### config.mk
export PLATFORM = sky130hd
export DESIGN_NAME = ct_f_spsram_128x16_ctrl
export DESIGN_NICKNAME = d
export VERILOG_FILES = /design/src/rtl/ct_f_spsram_ctrl_pkg.sv /design/src/rtl/ct_f_spsram_rr_arb2.sv /design/src/rtl/ct_f_spsram_128x16_ctrl.sv
export SDC_FILE = /design/constraint.sdc
export NUM_CORES = 1
export LEC_CHECK = 0
export BUFFER_PORTS_ARGS = -buffer_cell sky130_fd_sc_hd__buf_4
export CORE_MARGIN = 8
export CORE_UTILIZATION = 30
export DETAILED_ROUTE_END_ITERATION = 8
export PLACE_DENSITY_LB_ADDON = 0.15
export REMOVE_ABC_BUFFERS = 1
export SLEW_MARGIN = 20
export SYNTH_ARGS = -nofsm -noshare
export SYNTH_HDL_FRONTEND = slang
export SYNTH_SLANG_ARGS = --single-unit
### constraint.sdc
create_clock -name forever_cpuclk -period 2.2 [get_ports forever_cpuclk]
set_input_delay 0.44 -clock forever_cpuclk [delete_from_list [all_inputs] [get_ports forever_cpuclk]]
set_output_delay 0.44 -clock forever_cpuclk [all_outputs]
set_load 0.02 [all_outputs]
### src/rtl/ct_f_spsram_ctrl_pkg.sv
// Shared constants and state encoding for the 128x16 single-port SRAM controller.
package ct_f_spsram_ctrl_pkg;

  localparam int unsigned DEFAULT_ADDR_WIDTH = 7;
  localparam int unsigned DEFAULT_DATA_WIDTH = 16;
  localparam int unsigned DEFAULT_DEPTH      = 1 << DEFAULT_ADDR_WIDTH;

  typedef enum logic {
    ST_INIT = 1'b0,
    ST_RUN  = 1'b1
  } state_e;

  localparam logic                          CEN_OFF     = 1'b1;
  localparam logic [DEFAULT_DATA_WIDTH-1:0] WEN_ALL_OFF = '1;

endpackage

### src/rtl/ct_f_spsram_rr_arb2.sv
// Two-way round-robin arbiter; the preferred index flips to the loser after every grant.
module ct_f_spsram_rr_arb2 (
  input  logic       clk,
  input  logic       rst_n,
  input  logic [1:0] vld,
  output logic [1:0] gnt
);

  logic prio_q;
  logic prio_d;

  // Grant selection and pointer update
  always_comb begin
    gnt    = 2'b00;
    prio_d = prio_q;
    unique case (vld)
      2'b01:   gnt = 2'b01;
      2'b10:   gnt = 2'b10;
      2'b11:   gnt = prio_q ? 2'b10 : 2'b01;
      default: gnt = 2'b00;
    endcase
    if (gnt[0]) begin
      prio_d = 1'b1;
    end else if (gnt[1]) begin
      prio_d = 1'b0;
    end
  end

  always_ff @(posedge clk) begin
    if (!rst_n) begin
      prio_q <= 1'b0;
    end else begin
      prio_q <= prio_d;
    end
  end

endmodule

### src/rtl/ct_f_spsram_128x16_ctrl.sv
// Access controller for the 128x16 single-port SRAM: zero-fill sweep, then
// round-robin sharing of the port between two requesters with 1-cycle read return.
module ct_f_spsram_128x16_ctrl
  import ct_f_spsram_ctrl_pkg::*;
#(
  parameter int unsigned ADDR_WIDTH = DEFAULT_ADDR_WIDTH,
  parameter int unsigned DATA_WIDTH = DEFAULT_DATA_WIDTH,
  parameter int unsigned DEPTH      = DEFAULT_DEPTH
) (
  input  logic                  forever_cpuclk,
  input  logic                  cpurst_b,
  input  logic                  init_req,
  output logic                  init_done,
  input  logic                  req0_vld,
  input  logic                  req0_wr,
  input  logic [ADDR_WIDTH-1:0] req0_addr,
  input  logic [DATA_WIDTH-1:0] req0_wdata,
  input  logic [DATA_WIDTH-1:0] req0_wmask,
  output logic                  req0_gnt,
  output logic                  req0_rdata_vld,
  output logic [DATA_WIDTH-1:0] req0_rdata,
  input  logic                  req1_vld,
  input  logic                  req1_wr,
  input  logic [ADDR_WIDTH-1:0] req1_addr,
  input  logic [DATA_WIDTH-1:0] req1_wdata,
  input  logic [DATA_WIDTH-1:0] req1_wmask,
  output logic                  req1_gnt,
  output logic                  req1_rdata_vld,
  output logic [DATA_WIDTH-1:0] req1_rdata,
  output logic                  sram_cen,
  output logic                  sram_gwen,
  output logic [DATA_WIDTH-1:0] sram_wen,
  output logic [ADDR_WIDTH-1:0] sram_a,
  output logic [DATA_WIDTH-1:0] sram_d,
  input  logic [DATA_WIDTH-1:0] sram_q
);

  localparam logic [ADDR_WIDTH-1:0] LAST_IDX = ADDR_WIDTH'(DEPTH - 1);
  localparam logic [DATA_WIDTH-1:0] WEN_OFF  = {DATA_WIDTH{WEN_ALL_OFF[0]}};

  state_e                  state_q;
  state_e                  state_d;
  logic [ADDR_WIDTH-1:0]   cnt_q;
  logic [ADDR_WIDTH-1:0]   cnt_d;
  logic                    arb_en;
  logic [1:0]              arb_vld;
  logic [1:0]              gnt;
  logic [1:0]              rd_owner_vld;
  logic [1:0]              rd_owner_d;

  // Grants only in RUN, never while init_req or reset is asserted
  assign arb_en  = cpurst_b && (state_q == ST_RUN) && !init_req;
  assign arb_vld = {req1_vld, req0_vld} & {2{arb_en}};

  ct_f_spsram_rr_arb2 u_arb (
    .clk   (forever_cpuclk),
    .rst_n (cpurst_b),
    .vld   (arb_vld),
    .gnt   (gnt)
  );

  always_ff @(posedge forever_cpuclk) begin
    if (!cpurst_b) begin
      state_q      <= ST_INIT;
      cnt_q        <= '0;
      rd_owner_vld <= 2'b00;
    end else begin
      state_q      <= state_d;
      cnt_q        <= cnt_d;
      rd_owner_vld <= rd_owner_d;
    end
  end

  // Sweep counter saturates at the last entry so RUN is entered once per sweep
  always_comb begin
    state_d = state_q;
    cnt_d   = cnt_q;
    unique case (state_q)
      ST_INIT: begin
        if (cnt_q == LAST_IDX) begin
          state_d = ST_RUN;
        end else begin
          cnt_d = cnt_q + ADDR_WIDTH'(1);
        end
      end
      ST_RUN: begin
        if (init_req) begin
          state_d = ST_INIT;
          cnt_d   = '0;
        end
      end
    endcase
  end

  // SRAM port mux: sweep write, granted access, or idle
  always_comb begin
    sram_cen  = CEN_OFF;
    sram_gwen = 1'b1;
    sram_wen  = WEN_OFF;
    sram_a    = '0;
    sram_d    = '0;
    if (cpurst_b && (state_q == ST_INIT)) begin
      sram_cen  = 1'b0;
      sram_gwen = 1'b0;
      sram_wen  = '0;
      sram_a    = cnt_q;
    end else if (gnt[0]) begin
      sram_cen = 1'b0;
      sram_a   = req0_addr;
      if (req0_wr) begin
        sram_gwen = 1'b0;
        sram_wen  = ~req0_wmask;
        sram_d    = req0_wdata;
      end
    end else if (gnt[1]) begin
      sram_cen = 1'b0;
      sram_a   = req1_addr;
      if (req1_wr) begin
        sram_gwen = 1'b0;
        sram_wen  = ~req1_wmask;
        sram_d    = req1_wdata;
      end
    end
  end

  assign rd_owner_d = {gnt[1] & ~req1_wr, gnt[0] & ~req0_wr};

  assign init_done      = cpurst_b && (state_q == ST_RUN);
  assign req0_gnt       = gnt[0];
  assign req1_gnt       = gnt[1];
  assign req0_rdata_vld = cpurst_b && rd_owner_vld[0];
  assign req1_rdata_vld = cpurst_b && rd_owner_vld[1];
  assign req0_rdata     = req0_rdata_vld ? sram_q : '0;
  assign req1_rdata     = req1_rdata_vld ? sram_q : '0;

endmodule

==> flow_metrics.env, run 1 <==
export IMPL_status="complete, no violations"
export IMPL_post_synth_num_cell_types=37
export IMPL_yosysWarnings=0
export IMPL_critical_path_max_fanout=8
export IMPL_finalHoldViolations=0
export IMPL_maxClockFrequency_mhz=462
export IMPL_tightest_slew_ps=620
export IMPL_ir_drop_mv=0.354
export IMPL_grt_total_usage=0.215
export IMPL_antennaDiodeCount=0
export IMPL_cts_root_to_sink_buffers=2
export IMPL_route_detailed_drc=0
export IMPL_grt_first_pass_wirelength_um=12300
export IMPL_maxSlewViolCount=0
export IMPL_placement_io_buffers=178
export IMPL_drive_above_1_share=0.645
export IMPL_slowest_delay_ps=320
export IMPL_number_of_vias_per_cell=5.36
export IMPL_post_synth_top_area_fraction=0.161
export IMPL_synthesis_instances=164
export IMPL_die_width_um=83.4
export IMPL_cts_tree="built"
export IMPL_floorplan_die_height_um=83.4
export IMPL_part_of_the_yosys_area_used_for_sequential_elements=0.161
export IMPL_total_power_w=0.000690
export IMPL_clock_tree_htree_level_count=1
export IMPL_power_leakage_nw=1.61
export IMPL_final_area_um2=2900
export IMPL_post_synth_instance_area_um2=1360
export IMPL_ioPinCount=179
export IMPL_maxCapViolations=0
export IMPL_met2RoutedLength_um=4440
export IMPL_first_global_vias=2008
export IMPL_worst_slew_margin_rel=0.586
export IMPL_clock_skew_final_ps=2.01
export IMPL_crit_path_top_delay_cell="dfxtp_2"
export IMPL_design_core_area_um2=4350
export IMPL_cp_buffers_inverters=3
export IMPL_cts_root_buffer_cell="clkbuf_8"
export IMPL_insertion_delay_ps=240
export IMPL_report_final_setup_viol=0
export IMPL_die_area_um2=6960
export IMPL_start_util=0.313
export IMPL_placed_cell_area_um2=2730
export IMPL_detail_route_iter0_violations=93
export IMPL_cell_type_with_the_largest_total_area_after_synthesis="dfxtp_1"
export IMPL_rsz0062_at_grt="yes"
export IMPL_place_detailed_hpwl_um=6500
export IMPL_synth_edff_count=0
export IMPL_critical_path_top_cell_by_count="buf_6"
export IMPL_synthToLayoutAreaGrowth_pct=112
export IMPL_start_kind="flip-flop"
export IMPL_met1_length_um=3360
export IMPL_drt_wl_total_um=8340
export IMPL_cts_made_buffers=3
export IMPL_num_vias=2108
export IMPL_gp_routability_congestion=0.821
export IMPL_synthesis_area_per_instance_um2=8.32
export IMPL_most_repeated_cell_in_the_gate_level_netlist_after_synthesis="and3_1"
export IMPL_final_min_period_ps=2160
export IMPL_met3RoutedLength_um=387
export IMPL_globalRoute_totalOverflow=0
export IMPL_critPathRequiredTime_ps=1760
export IMPL_grt_max_degree=41
export IMPL_cells_traversed_along_the_worst_timing_path="buf_6, and3b_2, buf_6, and4_4, a221oi_2, buf_4"
export IMPL_postSynth_asyncResetShare=0
export IMPL_power_per_cell_area_nw_per_um2=238
export IMPL_core_rowCount=24
export IMPL_worst_hold_class="input port to flip-flop"
export IMPL_cts_clk_slew_worst_paths_ps=50
export IMPL_arrival_ps=1720
export IMPL_route_antenna_remaining_nets=0
export IMPL_synthTopCellsByArea="dfxtp_1 (16%), and3_1 (15%), a221oi_2 (14%), a22o_1 (10%), a221o_1 (5.1%)"
export IMPL_hold_buffers=0
export IMPL_total_clock_sinks=11
export IMPL_topRoutingLayerUsed="met4"
export IMPL_setup_worst_path_end_class="output pin"
export IMPL_detailedRoute_firstPassIterationCount=4
export IMPL_wl_per_cell_um=21.2
export IMPL_synth_seq_cells=11
export IMPL_timing_critical_path_max_delay_family="buffers and inverters"
export IMPL_crit_type="flip-flop to output pin"
export IMPL_synth_main_ff_cell="dfxtp_1"
export IMPL_antenna_found_initial=0
export IMPL_timing_final_crit_share=0.983
export IMPL_final_nets=444
export IMPL_yosys_top_cells_count="and3_1 (33), a22o_1 (16), a221oi_2 (13)"
## where the power goes
part           total [W]  switching, W  leakage [nW]  internal [W]
Sequential      0.000211    0.00000645        0.0897      0.000204
Combinational   0.000272      0.000109          1.50      0.000163
Clock           0.000207     0.0000792        0.0228      0.000128
Total           0.000690      0.000194          1.61      0.000495
## cells in the final DEF (no fill, tap or decap), types with 2 or more instances in the layout
cell type	count
o21ai_0	4
o221a_2	3
nand2_1	7
a221o_1	7
and2_1	11
clkbuf_8	3
dfxtp_1	10
nand3_1	3
a221oi_2	16
buf_4	184
buf_6	3
o22ai_1	2
nand2b_1	2
nor2_1	5
o211ai_1	2
a22o_1	16
and4_4	4
and3_1	32
inv_1	2
nor2b_1	3
## sequential cells by signal, indices dropped and copies added (netlist names)
register and flops:
u_arb.prio_q 1, state_q 1, rd_owner_vld 2, cnt_q 7
## repair_timing
action / in CTS / in global routing
pin swaps: 5 / 4
resized for setup: 10 / 5
buffers inserted: 2 / 3
gates cloned: 3 / 1
setup endpoints to repair: 31 / 38
## layer usage
layer | up-vias | GRT usage
met4 | 0 | 0.0549
met2 | 85 | 0.403
met3 | 11 | 0.0361
met1 | 989 | 0.243
li1 | 1023 | -
met5 | - | 0
## worst paths after layout
| kind | endpoint | slack, ps | start | depth (start not counted) |
|---|---|---|---|---|
| max | sram_wen[5] | 40 | state_q | 6 |
| min | rd_owner_vld[1] | 370 | req1_wr | 2 |
| max reg2reg | cnt_q[0] | 670 | state_q | 6 |
| min reg2reg | cnt_q[0] | 500 | cnt_q[0] | 1 |
## final cells by class
| type | instances | area, µm² |
|---|---|---|
| Inverter | 2 | 7.51 |
| Fill cell | 398 | 1460 |
| Sequential cell | 11 | 221 |
| Clock buffer | 4 | 45.0 |
| Tap cell | 52 | 65.1 |
| Multi-Input combinational cell | 135 | 1090 |
| Timing Repair Buffer | 189 | 1460 |
## kinds of logic (layout without fill, tap and decap cells)
| group | count (synthesis) | after routing | share of synthesized area |
|---|---|---|---|
| buffers and inverters | 21 | 195 | 0.0835 |
| flip-flops | 11 | 11 | 0.161 |
| adder cells (fa/ha/maj) | 1 | 1 | 0.00917 |
| AO/OA/AOI/OAI | 58 | 58 | 0.423 |
| AND/OR/NAND/NOR | 73 | 76 | 0.323 |
## worst reg2reg max path, stage by stage, from the launching register on
cell and delay (ps):
dfxtp_2 320, buf_6 120, buf_4 120, buf_4 150, nand4b_1 240, o21ai_0 320
o22ai_1 130
## through the flow
| step | worst slack [ps] | util | cells | hold WS (ps) | TNS, ps |
|---|---|---|---|---|---|
| 3_5_place_dp | -106 | 0.627 | 381 | 501 | -1030 |
| 6_report | 36.4 | 0.665 | 393 | 367 | 0 |
| 4_1_cts | -17.7 | 0.653 | 389 | 367 | -34.7 |
| 3_3_place_gp | -71.4 | 0.627 | 381 | 503 | -581 |
| 2_1_floorplan | -296 | - | 145 | 459 | -6160 |
| 5_1_grt | -10.2 | 0.665 | 393 | 372 | -22.4 |
No activity file was read; power rests on OpenSTA's default activity.
==> inputs of run 2 (changes only) <==
Settings changed: CORE_ASPECT_RATIO set to 2.
==> run 2 against run 1 <==
Combinational power about the same. Critical path depth unchanged. First-iteration DRC count is 71% higher. Register-to-register slack better by 40 ps. Worst setup slack improved by 44 ps. Largest cell class unchanged.
==> flow_metrics.env, run 2 (synthesis results as in run 1) <==
export IMPL_route_detailed_drc=0
export IMPL_ioPinCount=179
export IMPL_final_min_period_ps=2120
export IMPL_start_util=0.311
export IMPL_insertion_delay_ps=240
export IMPL_synthToLayoutAreaGrowth_pct=107
export IMPL_placement_io_buffers=178
export IMPL_grt_total_usage=0.207
export IMPL_status="complete, no violations"
export IMPL_total_clock_sinks=11
export IMPL_rsz0062_at_grt="no"
export IMPL_cts_made_buffers=3
export IMPL_largestRegisters="cnt_q: 7 flops, rd_owner_vld: 2 flops"
export IMPL_core_rowCount=34
export IMPL_start_kind="input port"
export IMPL_place_detailed_hpwl_um=6620
export IMPL_cp_buffers_inverters=3
export IMPL_die_area_um2=7090
export IMPL_maxClockFrequency_mhz=472
export IMPL_power_per_cell_area_nw_per_um2=244
export IMPL_wl_per_cell_um=20.4
export IMPL_antennaDiodeCount=0
export IMPL_grt_first_pass_wirelength_um=11900
export IMPL_final_nets=437
export IMPL_crit_path_top_delay_cell="and3b_1"
export IMPL_max_ffs_per_register=7
export IMPL_cts_clk_slew_worst_paths_ps=50
export IMPL_grt_max_degree=44
export IMPL_clock_tree_htree_level_count=1
export IMPL_filler_cell_count=416
export IMPL_timing_critical_path_max_delay_family="buffers and inverters"
export IMPL_finalHoldViolations=0
export IMPL_num_vias=2076
export IMPL_tightest_slew_ps=471
export IMPL_hold_buffers=0
export IMPL_ir_drop_mv=0.292
export IMPL_floorplan_die_height_um=111
export IMPL_fin_util=0.643
export IMPL_globalRoute_totalOverflow=0
export IMPL_drive_above_1_share=0.620
export IMPL_detail_route_iter0_violations=159
export IMPL_critical_path_top_cell_by_count="buf_4"
export IMPL_drt_wl_total_um=7920
export IMPL_route_antenna_remaining_nets=0
export IMPL_tns_ps=0
export IMPL_worst_hold_class="input port to flip-flop"
export IMPL_cells_traversed_along_the_worst_timing_path="buf_4, and3b_1, o2111a_1, buf_12, a22o_1, buf_4"
export IMPL_antenna_found_initial=0
export IMPL_slowest_delay_ps=270
export IMPL_critical_path_max_fanout=33
export IMPL_number_of_vias_per_cell=5.35
export IMPL_setup_worst_path_end_class="output pin"
export IMPL_design_core_area_um2=4380
export IMPL_maxSlewViolCount=0
export IMPL_timing_final_crit_share=0.964
export IMPL_register_with_the_most_flip_flops="cnt_q"
export IMPL_cts_root_buffer_cell="clkbuf_8"
export IMPL_worst_slew_margin_rel=0.685
export IMPL_report_final_setup_viol=0
export IMPL_detailedRoute_firstPassIterationCount=5
export IMPL_clock_skew_final_ps=0.580
export IMPL_layout_cells_most_common="buf_4"
export IMPL_arrival_ps=1680
export IMPL_die_width_um=63.7
export IMPL_dp_cells=384
export IMPL_gp_routability_congestion=0.851
export IMPL_finalNonFillerCells=388
export IMPL_critPathRequiredTime_ps=1760
export IMPL_commonest_cells_after_routing_fill_and_taps_aside="buf_4 (181), and3_1 (33), a22o_1 (16)"
export IMPL_maxCapViolations=0
export IMPL_power_leakage_nw=1.57
export IMPL_cts_tree="built"
export IMPL_first_global_vias=2135
export IMPL_crit_type="input port to output pin"
export IMPL_regToRegSetupSlack_ps=710
export IMPL_cts_root_to_sink_buffers=2
-- run 2: area by class of cell --
| cell class | count | area [µm²] | area share |
|---|---|---|---|
| Tap cell | 54 | 67.6 | 0.0240 |
| Clock buffer | 4 | 45.0 | 0.0160 |
| Timing Repair Buffer | 185 | 1440 | 0.511 |
| Inverter | 2 | 7.51 | 0.00266 |
| Sequential cell | 11 | 220 | 0.0782 |
| Multi-Input combinational cell | 132 | 1040 | 0.369 |
-- run 2: routing by layer --
layer	global-route usage	vias up	wire (µm)
met5	0	-	0
met4	0.0375	0	58
met3	0.0924	6	937
met2	0.392	133	4150
met1	0.197	935	2770
li1	-	1002	-
-- run 2: path summary, 6_finish.rpt --
kind / startpoint / cells past startpoint / endpoint
worst max-delay path: init_req / 6 / sram_d[4]
worst min-delay path: req1_wr / 2 / rd_owner_vld[1]
worst max register to register: cnt_q[0] / 4 / cnt_q[2]
worst min register to register: cnt_q[0] / 1 / cnt_q[0]
-- run 2: report_power, final --
group	internal [W]	total (W)	switching (W)
Clock	0.000127	0.000204	0.0000764
Combinational	0.000164	0.000271	0.000107
Sequential	0.000204	0.000212	0.00000779
-- run 2: worst reg2reg max path: stages, from the launching register on --
cell and delay, ps:
dfxtp_1 420, ha_1 270, nand4b_1 180, o21ai_1 310, o221a_2 240
-- run 2: stage by stage --
stage	power [W]	instance area [µm²]	worst slack, ps	hold WS (ps)
2_1_floorplan	0.000279	1260	-296	459
3_3_place_gp	0.000482	2770	140	514
3_5_place_dp	0.000486	2770	105	523
4_1_cts	0.000687	2810	92.7	384
5_1_grt	0.000714	2820	31.4	393
6_report	0.000687	2820	80.2	385
-- run 2: timing repair --
| item | in CTS | in global routing |
|---|---|---|
| resized for setup | 0 | 1 |
| endpoints found under the setup margin | 0 | 1 |
| buffers inserted | 0 | 0 |
==> inputs of run 3 (changes only) <==
Settings changed: REMOVE_ABC_BUFFERS 1 to not set.
==> run 3 against run 2 <==
Cell area decreased by 1.3%. Worst setup slack got worse by 13 ps. Critical path depth decreased by 1. Sequential share of layout area rose by 0.15 points. Combinational power fell by 3%. Sequential power about the same. Critical path type is now flip-flop to output pin. Critical endpoint is now sram_wen[15]. Largest cell class unchanged.
==> flow_metrics.env, run 3 (synthesis results as in run 1) <==
export IMPL_status="complete, no violations"
export IMPL_grt_max_degree=44
export IMPL_worst_hold_class="input port to flip-flop"
export IMPL_timing_hold_worst_path_depth=2
export IMPL_core_rowCount=34
export IMPL_timing_final_crit_share=0.969
export IMPL_arrival_ps=1690
export IMPL_critPathRequiredTime_ps=1760
export IMPL_power_per_cell_area_nw_per_um2=243
export IMPL_slowest_delay_ps=350
export IMPL_num_vias=2095
export IMPL_tightest_slew_ps=472
export IMPL_cts_root_buffer_cell="clkbuf_8"
export IMPL_timing_rr_start="cnt_q[1]"
export IMPL_cts_root_to_sink_buffers=2
export IMPL_largestRegisters="cnt_q: 7 flops, rd_owner_vld: 2 flops"
export IMPL_ioPinCount=179
export IMPL_design_core_area_um2=4380
export IMPL_detailedRoute_firstPassIterationCount=4
export IMPL_tns_ps=0
export IMPL_place_detailed_hpwl_um=6410
export IMPL_maxCapViolations=0
export IMPL_setup_slack_ps=67.3
export IMPL_route_detailed_drc=0
export IMPL_floorplan_die_height_um=111
export IMPL_worst_hold_end="rd_owner_vld[1]"
export IMPL_power_leakage_nw=1.56
export IMPL_start_kind="flip-flop"
export IMPL_maxSlewViolCount=0
export IMPL_antennaDiodeCount=0
export IMPL_gp_routability_congestion=0.846
export IMPL_total_clock_sinks=11
export IMPL_regToRegSetupSlack_ps=790
export IMPL_drt_wl_total_um=7530
export IMPL_cts_tree="built"
export IMPL_globalRoute_totalOverflow=0
export IMPL_ir_drop_mv=0.274
export IMPL_placement_io_buffers=178
export IMPL_timing_critical_path_max_delay_family="simple AND/OR/NAND/NOR gates"
export IMPL_setup_worst_path_end_class="output pin"
export IMPL_drive_above_1_share=0.619
export IMPL_grt_total_usage=0.194
export IMPL_cts_clk_slew_worst_paths_ps=50
export IMPL_worst_hold_startpoint="req1_wr"
export IMPL_clock_tree_htree_level_count=1
export IMPL_pre_cts_ws_ps=129
export IMPL_die_width_um=63.7
export IMPL_finalHoldViolations=0
export IMPL_worst_slew_margin_rel=0.685
export IMPL_syn_num_nets=266
export IMPL_max_ffs_per_register=7
export IMPL_route_antenna_remaining_nets=0
export IMPL_cts_made_buffers=3
export IMPL_first_global_vias=2051
export IMPL_final_nets=436
export IMPL_commonest_cells_after_routing_fill_and_taps_aside="buf_4 (182), and3_1 (33), a22o_1 (16)"
export IMPL_cells_traversed_along_the_worst_timing_path="and3b_1, and4_4, buf_12, a221oi_1, buf_4"
export IMPL_timing_reg2reg_worst_path_depth=4
export IMPL_critical_path_max_fanout=22
export IMPL_grt_first_pass_wirelength_um=11400
export IMPL_wl_per_cell_um=19.5
export IMPL_final_min_period_ps=2130
export IMPL_synthToLayoutAreaGrowth_pct=104
export IMPL_maxClockFrequency_mhz=469
export IMPL_start_util=0.311
export IMPL_layout_cells_most_common="buf_4"
export IMPL_rsz0062_at_grt="no"
export IMPL_antenna_found_initial=0
export IMPL_dp_cells=383
export IMPL_finalNonFillerCells=387
export IMPL_insertion_delay_ps=240
export IMPL_critical_path_reg2reg_endpoint="cnt_q[2]"
export IMPL_die_area_um2=7090
export IMPL_register_with_the_most_flip_flops="cnt_q"
export IMPL_detail_route_iter0_violations=135
export IMPL_number_of_vias_per_cell=5.41
export IMPL_crit_type="flip-flop to output pin"
export IMPL_hold_buffers=0
export IMPL_report_final_setup_viol=0
export IMPL_clock_skew_final_ps=1.59
export IMPL_crit_path_top_delay_cell="dfxtp_2"
export IMPL_fin_worst_hold_slack_ps=370
export IMPL_cp_buffers_inverters=2
==> run 3: area by class of cell <==
cell class                 count  area, µm²
clock buffer                   4       45.0
fill                         392       1600
inverter                       2       7.51
multi-input combinational    132       1030
sequential                    11        221
tap                           54       67.6
timing repair buffer         184       1410
==> run 3: power breakdown <==
part | leakage (nW) | switching [W] | internal (W)
combinational | 1.45 | 0.000102 | 0.000160
sequential | 0.0897 | 0.00000680 | 0.000204
clock | 0.0228 | 0.0000754 | 0.000127
==> run 3: worst max-delay path by stage <==
| stage | from | endpoint | cells after the start |
|---|---|---|---|
| 2_1_floorplan | init_req | sram_gwen | 5 |
| 3_3_place_gp | cpurst_b | sram_a[1] | 5 |
| 3_5_place_dp | cpurst_b | sram_wen[15] | 6 |
| 4_1_cts | state_q | sram_d[9] | 5 |
| 5_1_grt | state_q | sram_wen[15] | 5 |
| 6_report | state_q | sram_wen[15] | 5 |
==> run 3: layer usage <==
metal	vias up	part of all wire	track usage
met2	134	0.51	0.358
li1	1001	-	-
met3	10	0.12	0.0873
met5	-	0	0
met1	950	0.35	0.189
met4	0	0.018	0.0480
==> run 3: metrics by stage <==
step	instance area [µm²]	utilization	power, W
6_report	2780	0.634	0.000675
5_1_grt	2780	0.634	0.000711
4_1_cts	2780	0.634	0.000681
3_5_place_dp	2730	0.624	0.000477
3_3_place_gp	2730	0.624	0.000473
2_1_floorplan	1360	-	0.000289
==> run 3: repair_timing <==
item,in CTS,in global routing
setup buffers,0,0
gates resized for setup,0,1
endpoints found under the setup margin,0,40
hold endpoints to repair,0,0
